`config.mk`:
```
export PLATFORM = sky130hd
export DESIGN_NAME = core_harness_ctrl
export DESIGN_NICKNAME = d
export VERILOG_FILES = /design/src/rtl/core_harness_ctrl.sv
export SDC_FILE = /design/constraint.sdc
export NUM_CORES = 1
export LEC_CHECK = 0
export BUFFER_PORTS_ARGS = -buffer_cell sky130_fd_sc_hd__buf_2
export CAP_MARGIN = 20
export CORE_ASPECT_RATIO = 1.5
export CORE_UTILIZATION = 47
export CTS_BUF_LIST = sky130_fd_sc_hd__clkbuf_8
export DETAILED_ROUTE_END_ITERATION = 7
export PLACE_DENSITY_LB_ADDON = 0.1
export SLEW_MARGIN = 40
export SYNTH_ARGS = -nofsm -noshare
export SYNTH_HDL_FRONTEND = slang
export SYNTH_SLANG_ARGS = --single-unit
```
`constraint.sdc`:
```
create_clock -name clk -period 2.16 [get_ports clk]
set_input_delay 0.108 -clock clk [delete_from_list [all_inputs] [get_ports clk]]
set_output_delay 0.108 -clock clk [all_outputs]
set_load 0.02 [all_outputs]
```
`src/rtl/core_harness_ctrl.sv`:
```
// Test-harness controller: loads/dumps byte memories, runs the core under a cycle budget.
// Optional macro HARNESS_HALT_EN lets core_halt end a RUN early.
module core_harness_ctrl #(
    parameter int ADDR_BITS  = 10,
    parameter int SEL_BITS   = 1,
    parameter int CYCLE_BITS = 16,
    parameter int MAX_CYCLES = 1000
) (
    input  logic                  clk,
    input  logic                  rst,
    input  logic                  cmd_valid,
    output logic                  cmd_ready,
    input  logic [1:0]            cmd_op,
    input  logic [SEL_BITS-1:0]   cmd_sel,
    input  logic                  in_valid,
    output logic                  in_ready,
    input  logic [7:0]            in_data,
    output logic                  out_valid,
    input  logic                  out_ready,
    output logic [7:0]            out_data,
    output logic                  out_last,
    output logic                  mem_we,
    output logic [SEL_BITS-1:0]   mem_sel,
    output logic [ADDR_BITS-1:0]  mem_addr,
    output logic [7:0]            mem_wdata,
    input  logic [7:0]            mem_rdata,
    output logic                  core_rst,
    input  logic                  core_halt,
    output logic                  busy,
    output logic                  timeout,
    output logic [CYCLE_BITS-1:0] cycle_count
);
    typedef enum logic [2:0] {S_IDLE, S_LOAD, S_RUN, S_DUMP_RD, S_DUMP_OUT} state_t;

    localparam logic [1:0]            OP_LOAD    = 2'b00;
    localparam logic [1:0]            OP_RUN     = 2'b01;
    localparam logic [1:0]            OP_DUMP    = 2'b10;
    localparam logic [ADDR_BITS-1:0]  LAST_ADDR  = '1;
    localparam logic [CYCLE_BITS-1:0] LAST_CYCLE = CYCLE_BITS'(MAX_CYCLES - 1);

    state_t                state_q, state_d;
    logic [ADDR_BITS-1:0]  addr_q, addr_d;
    logic [SEL_BITS-1:0]   sel_q, sel_d;
    logic [CYCLE_BITS-1:0] cyc_q, cyc_d;
    logic                  timeout_q, timeout_d;
    logic                  out_valid_q, out_valid_d;
    logic                  out_last_q, out_last_d;
    logic [7:0]            out_data_q, out_data_d;
    logic                  halt;

`ifdef HARNESS_HALT_EN
    assign halt = core_halt;
`else
    logic unused_halt;
    assign unused_halt = core_halt;
    assign halt        = 1'b0;
`endif

    always_comb begin
        state_d     = state_q;
        addr_d      = addr_q;
        sel_d       = sel_q;
        cyc_d       = cyc_q;
        timeout_d   = timeout_q;
        out_valid_d = out_valid_q;
        out_last_d  = out_last_q;
        out_data_d  = out_data_q;
        case (state_q)
            S_IDLE: begin
                if (cmd_valid) begin
                    case (cmd_op)
                        OP_LOAD: begin
                            state_d = S_LOAD;
                            addr_d  = '0;
                            sel_d   = cmd_sel;
                        end
                        OP_RUN: begin
                            state_d   = S_RUN;
                            cyc_d     = '0;
                            timeout_d = 1'b0;
                        end
                        OP_DUMP: begin
                            state_d = S_DUMP_RD;
                            addr_d  = '0;
                            sel_d   = cmd_sel;
                        end
                        default: ;
                    endcase
                end
            end
            S_LOAD: begin
                if (in_valid) begin
                    if (addr_q == LAST_ADDR) state_d = S_IDLE;
                    else                     addr_d  = addr_q + 1'b1;
                end
            end
            S_RUN: begin
                // halt wins over a simultaneous budget expiry
                if (halt) begin
                    state_d = S_IDLE;
                end else if (cyc_q == LAST_CYCLE) begin
                    state_d   = S_IDLE;
                    timeout_d = 1'b1;
                end else begin
                    cyc_d = cyc_q + 1'b1;
                end
            end
            S_DUMP_RD: begin
                out_data_d  = mem_rdata;
                out_valid_d = 1'b1;
                out_last_d  = (addr_q == LAST_ADDR);
                state_d     = S_DUMP_OUT;
            end
            S_DUMP_OUT: begin
                if (out_ready) begin
                    out_valid_d = 1'b0;
                    out_last_d  = 1'b0;
                    if (out_last_q) begin
                        state_d = S_IDLE;
                    end else begin
                        addr_d  = addr_q + 1'b1;
                        state_d = S_DUMP_RD;
                    end
                end
            end
            default: state_d = S_IDLE;
        endcase
    end

    always_ff @(posedge clk) begin
        if (!rst) begin
            state_q     <= S_IDLE;
            addr_q      <= '0;
            sel_q       <= '0;
            cyc_q       <= '0;
            timeout_q   <= 1'b0;
            out_valid_q <= 1'b0;
            out_last_q  <= 1'b0;
            out_data_q  <= '0;
        end else begin
            state_q     <= state_d;
            addr_q      <= addr_d;
            sel_q       <= sel_d;
            cyc_q       <= cyc_d;
            timeout_q   <= timeout_d;
            out_valid_q <= out_valid_d;
            out_last_q  <= out_last_d;
            out_data_q  <= out_data_d;
        end
    end

    // Reads present the next address early so the synchronous memory's data
    // is ready for capture at the end of DUMP_RD (two cycles per byte).
    assign mem_addr    = (state_q == S_LOAD) ? addr_q : addr_d;
    assign mem_sel     = sel_d;
    assign mem_we      = (state_q == S_LOAD) && in_valid && rst;
    assign mem_wdata   = in_data;
    assign in_ready    = (state_q == S_LOAD) && rst;
    assign cmd_ready   = (state_q == S_IDLE);
    assign busy        = (state_q != S_IDLE);
    assign core_rst    = (state_q != S_RUN);
    assign out_valid   = out_valid_q;
    assign out_last    = out_last_q;
    assign out_data    = out_data_q;
    assign timeout     = timeout_q;
    assign cycle_count = cyc_q;
endmodule
```
==> run_results.csv <==
group,metric,value,unit
synthesis,netlist.area_leader.share,0.3177,
synthesis,mapped_area,2584,sq um
placed_design,io_buffer_count,58,
worst_setup_path,crit_path_cell_trace,"buf_4, nor3b_4, nand2_4, a41oi_4, nand2_1, a41oi_2, buf_4",
timing,finalHoldViolCount,0,
route,route.detailed.vias_per_inst,5.769,
timing,final-max-slew-violation-count,0,
worst_setup_path,cp-end-kind,"output port",
clock_tree,ctsHtreeMaxLevel,2,
floorplanning,initial_util,0.4964,
final_layout,mostFrequentLayoutCell,"buf_2",
synthesis,synth_warnings,0,
synthesis,synth-seq-cells,41,
floorplanning,rows,32,
route,detailedRoute.firstIterationViolations,97,
synthesis,post_synth_inst_count,336,
clock_tree,clk_path_buf_depth,2,
timing,layout_setup_ws,103.4,ps
route,drt-pass1-iter-count,4,
global_route,global_route.usage.total,0.2493,
pwr,power.ir.vdd_worst,0.4422,mV
worst_setup_path,worst_path_max_delay_cell,"dfxtp_4",
synthesis,synth_edf_count,0,
outcome,status,"completed",
flow_run,maxCapViolCount,0,
placed_design,place.gp.congestion,0.8627,
synthesis,ys_top_cells_by_area,"dfxtp_1 32%, a21oi_1 7.4%, nand2_1 6.8%, o21ai_0 3.5%, nor2_1 3.2%",
timing,max_freq,0.4862,GHz
synthesis,syn_avg_cell_area,7.690,sq um
route,via_count_of_the_routed_design,2723,
timing,minimum_period_implied_by_the_final_worst_setup_slack,2057,ps
global_route,wire_length_of_the_first_global_routing_pass,11550,microns
final_layout,layout.cells.most_common_list,"56 x buf_2, 46 x nand2_1, 38 x a21oi_1, 36 x dfxtp_1, 25 x buf_4",
global_route,antenna_found_initial,0,
worst_setup_path,crit_path_leading_delay_family,"compound AO/OA/AOI/OAI gates",
global_route,global_route.overflow_total,0,
synthesis,async_flop_share,0,
synthesis,mappedNetlistNets,366,
min_path,holdPathStages,3,
floorplanning,dieHeight,92.81,microns
final_layout,layout_overhead_on_the_synthesized_area,23.63,%
worst_setup_path,cp_common_cell,"buf_4",
pwr,power-per-cell-area,557.7,nW/um^2
final_layout,num-nets-final,433,
clock_tree,clock_insertion_delay_worst_skew,300,ps
placed_design,dp_hpwl,5020,microns
timing,setup-violations-final,0,
final_layout,multi_input_area,1644,sq um
floorplanning,die_area,5804,sq um
pwr,power_leakage,1.315,nW
floorplanning,coreArea,5205,sq um
final_layout,layout.core_utilization,0.6137,
route,route.final.wire_length,6947,microns
timing,timing_worst_slew_pin_value,490.7,ps
clock_tree,numClockSinks,41,
worst_setup_path,crit_type,"flop to output port",
route,postRouteAntennaNets,0,
worst_setup_path,reg2reg_depth,5,
final_layout,drive_above_1_share,0.2871,
timing,hold_slack,39.23,ps
synthesis,netlist-cell-type-count,62,
final_layout,num_antenna_cells,0,
synthesis,synth_sequential_area_ratio,0.3177,
clock_tree,post_cts_hold_buffer_count,0,
route,detail_route.drc_violations,0,
worst_setup_path,critPathLaunchType,"flop",
clock_tree,clk_transition_reported_paths,80,ps
synthesis,synth_top_flop_cell,"dfxtp_1",
floorplanning,die_x,62.54,microns
clock_tree,cts_tree,"done",
final_layout,regArea,832.0,sq um
clock_tree,cts_made_buffers,5,
worst_setup_path,critical_path.startpoint,"state_q[0]",
synthesis,post-synth-top-area-cell,"dfxtp_1",
timing,clock_skew,4.745,ps
worst_setup_path,path_max_fanout,10,
timing,slew-limit-headroom,0.6721,
worst_setup_path,worst-path-stages,7,
timing,rsz0062_at_grt,"yes",
placed_design,dp_slack,186.5,ps
worst_setup_path,max_stage_delay,390,ps
worst_setup_path,worstPathArrival,1950,ps
min_path,worstHoldPathType,"input port to flop",
floorplanning,num_io_pins,76,
global_route,first_global_vias,2525,
final_layout,fill_cells,516,
clock_tree,ctsRootBufferMaster,"clkbuf_8",
route,avgRoutedWirePerCell,14.72,microns
min_path,hold_path.startpoint,"mem_rdata[3]",
worst_setup_path,critical_path.reg2reg.startpoint,"state_q[0]",
timing,final_min_period_over_clock_period,0.9521,
worst_setup_path,worstPathBufferInverterCount,2,
worst_setup_path,worstPathRequired,2050,ps
global_route,grt_start_max_net_pins,20,
## logic make-up (layout without fill, tap and decap cells)
group           Yosys count  count (layout)  share of synthesized area
fa+ha+maj                 5               5                    0.02421
buf+inv                  32             100                    0.06731
xor+xnor                  4               4                    0.01356
mux                       2               2                   0.008232
compound gates          104             104                     0.2576
flops                    41              41                     0.3177
simple gates            148             148                     0.3114
## area by class of cell
cell class                      instances  area share
Timing Repair Buffer                   82      0.1500
Multi-Input combinational cell        263      0.5147
Clock inverter                          2     0.01058
Sequential cell                        41      0.2605
Inverter                               10     0.01175
Tap cell                               68     0.02664
Clock buffer                            6     0.02585
## cells in the mapped netlist (all sizes together), types with 2 or more instances
| cell | instances |
|---|---|
| inv | 9 |
| nand2 | 49 |
| xor2 | 3 |
| a21o | 3 |
| and2b | 2 |
| a31oi | 2 |
| nand3b | 2 |
| and4 | 4 |
| ha | 5 |
| o31ai | 7 |
| o22ai | 2 |
| or3b | 2 |
| or4 | 5 |
| o21ai | 31 |
| and3 | 6 |
| buf | 16 |
| nor3 | 7 |
| o211ai | 2 |
| nand2b | 5 |
| or2 | 2 |
| nand4 | 6 |
| o21a | 3 |
| o2111ai | 2 |
| a211oi | 2 |
| clkbuf | 6 |
| dfxtp | 41 |
| and2 | 6 |
| nor2 | 22 |
| a21oi | 38 |
| a41oi | 4 |
| or3 | 8 |
| nor4 | 3 |
| nand3 | 16 |
## worst min-delay path: stages
cell and delay [ps]:
buf_2 90, nand2_1 40, a21oi_1 50
## power by group
| part | switching, W | internal (W) | total (W) |
|---|---|---|---|
| registers | 0.0000241 | 0.000771 | 0.000795 |
| logic | 0.000204 | 0.000132 | 0.000335 |
| clock network | 0.000279 | 0.000372 | 0.000651 |
## sequential cells by signal (all words and copies together) (netlist names)
| signal | count |
|---|---|
| cycle_count | 16 |
| addr_q | 10 |
| out_data | 8 |
| state_q | 3 |
| out_last | 1 |
| out_valid | 1 |
| sel_q | 1 |
| timeout | 1 |
## routing by layer
| layer | vias to the layer above | routed length, microns | global-route usage |
|---|---|---|---|
| met4 | 0 | 175 | 0.1318 |
| met3 | 14 | 260 | 0.03941 |
| li1 | 1348 | - | - |
| met2 | 68 | 3620 | 0.4538 |
| met1 | 1293 | 2892 | 0.2728 |
| met5 | - | 0 | 0 |
## per-stage QoR
stage / instance area [sq um] / total power, W / setup TNS (ps) / instances
2_1_floorplan: 2584 / 0.001036 / 0 / 336
3_3_place_gp: 2973 / 0.001119 / 0 / 460
3_5_place_dp: 2973 / 0.001122 / 0 / 460
4_1_cts: 3129 / 0.001785 / 0 / 471
5_1_grt: 3194 / 0.001861 / -16.45 / 472
6_report: 3194 / 0.001781 / 0 / 472
## path summary, 6_finish.rpt
| check | to | slack (ps) |
|---|---|---|
| setup / recovery | mem_addr[3] | 100 |
| hold reg to reg | out_data[3] | 460 |
| hold / removal | out_data[3] | 40 |
| setup reg to reg | cycle_count[14] | 220 |
## what timing repair did
item	CTS	global route
gates resized for setup	4	16
pin swaps	1	3
endpoints found under the setup margin	6	9
buffers inserted	3	1
(Power assumes the default switching activity.)
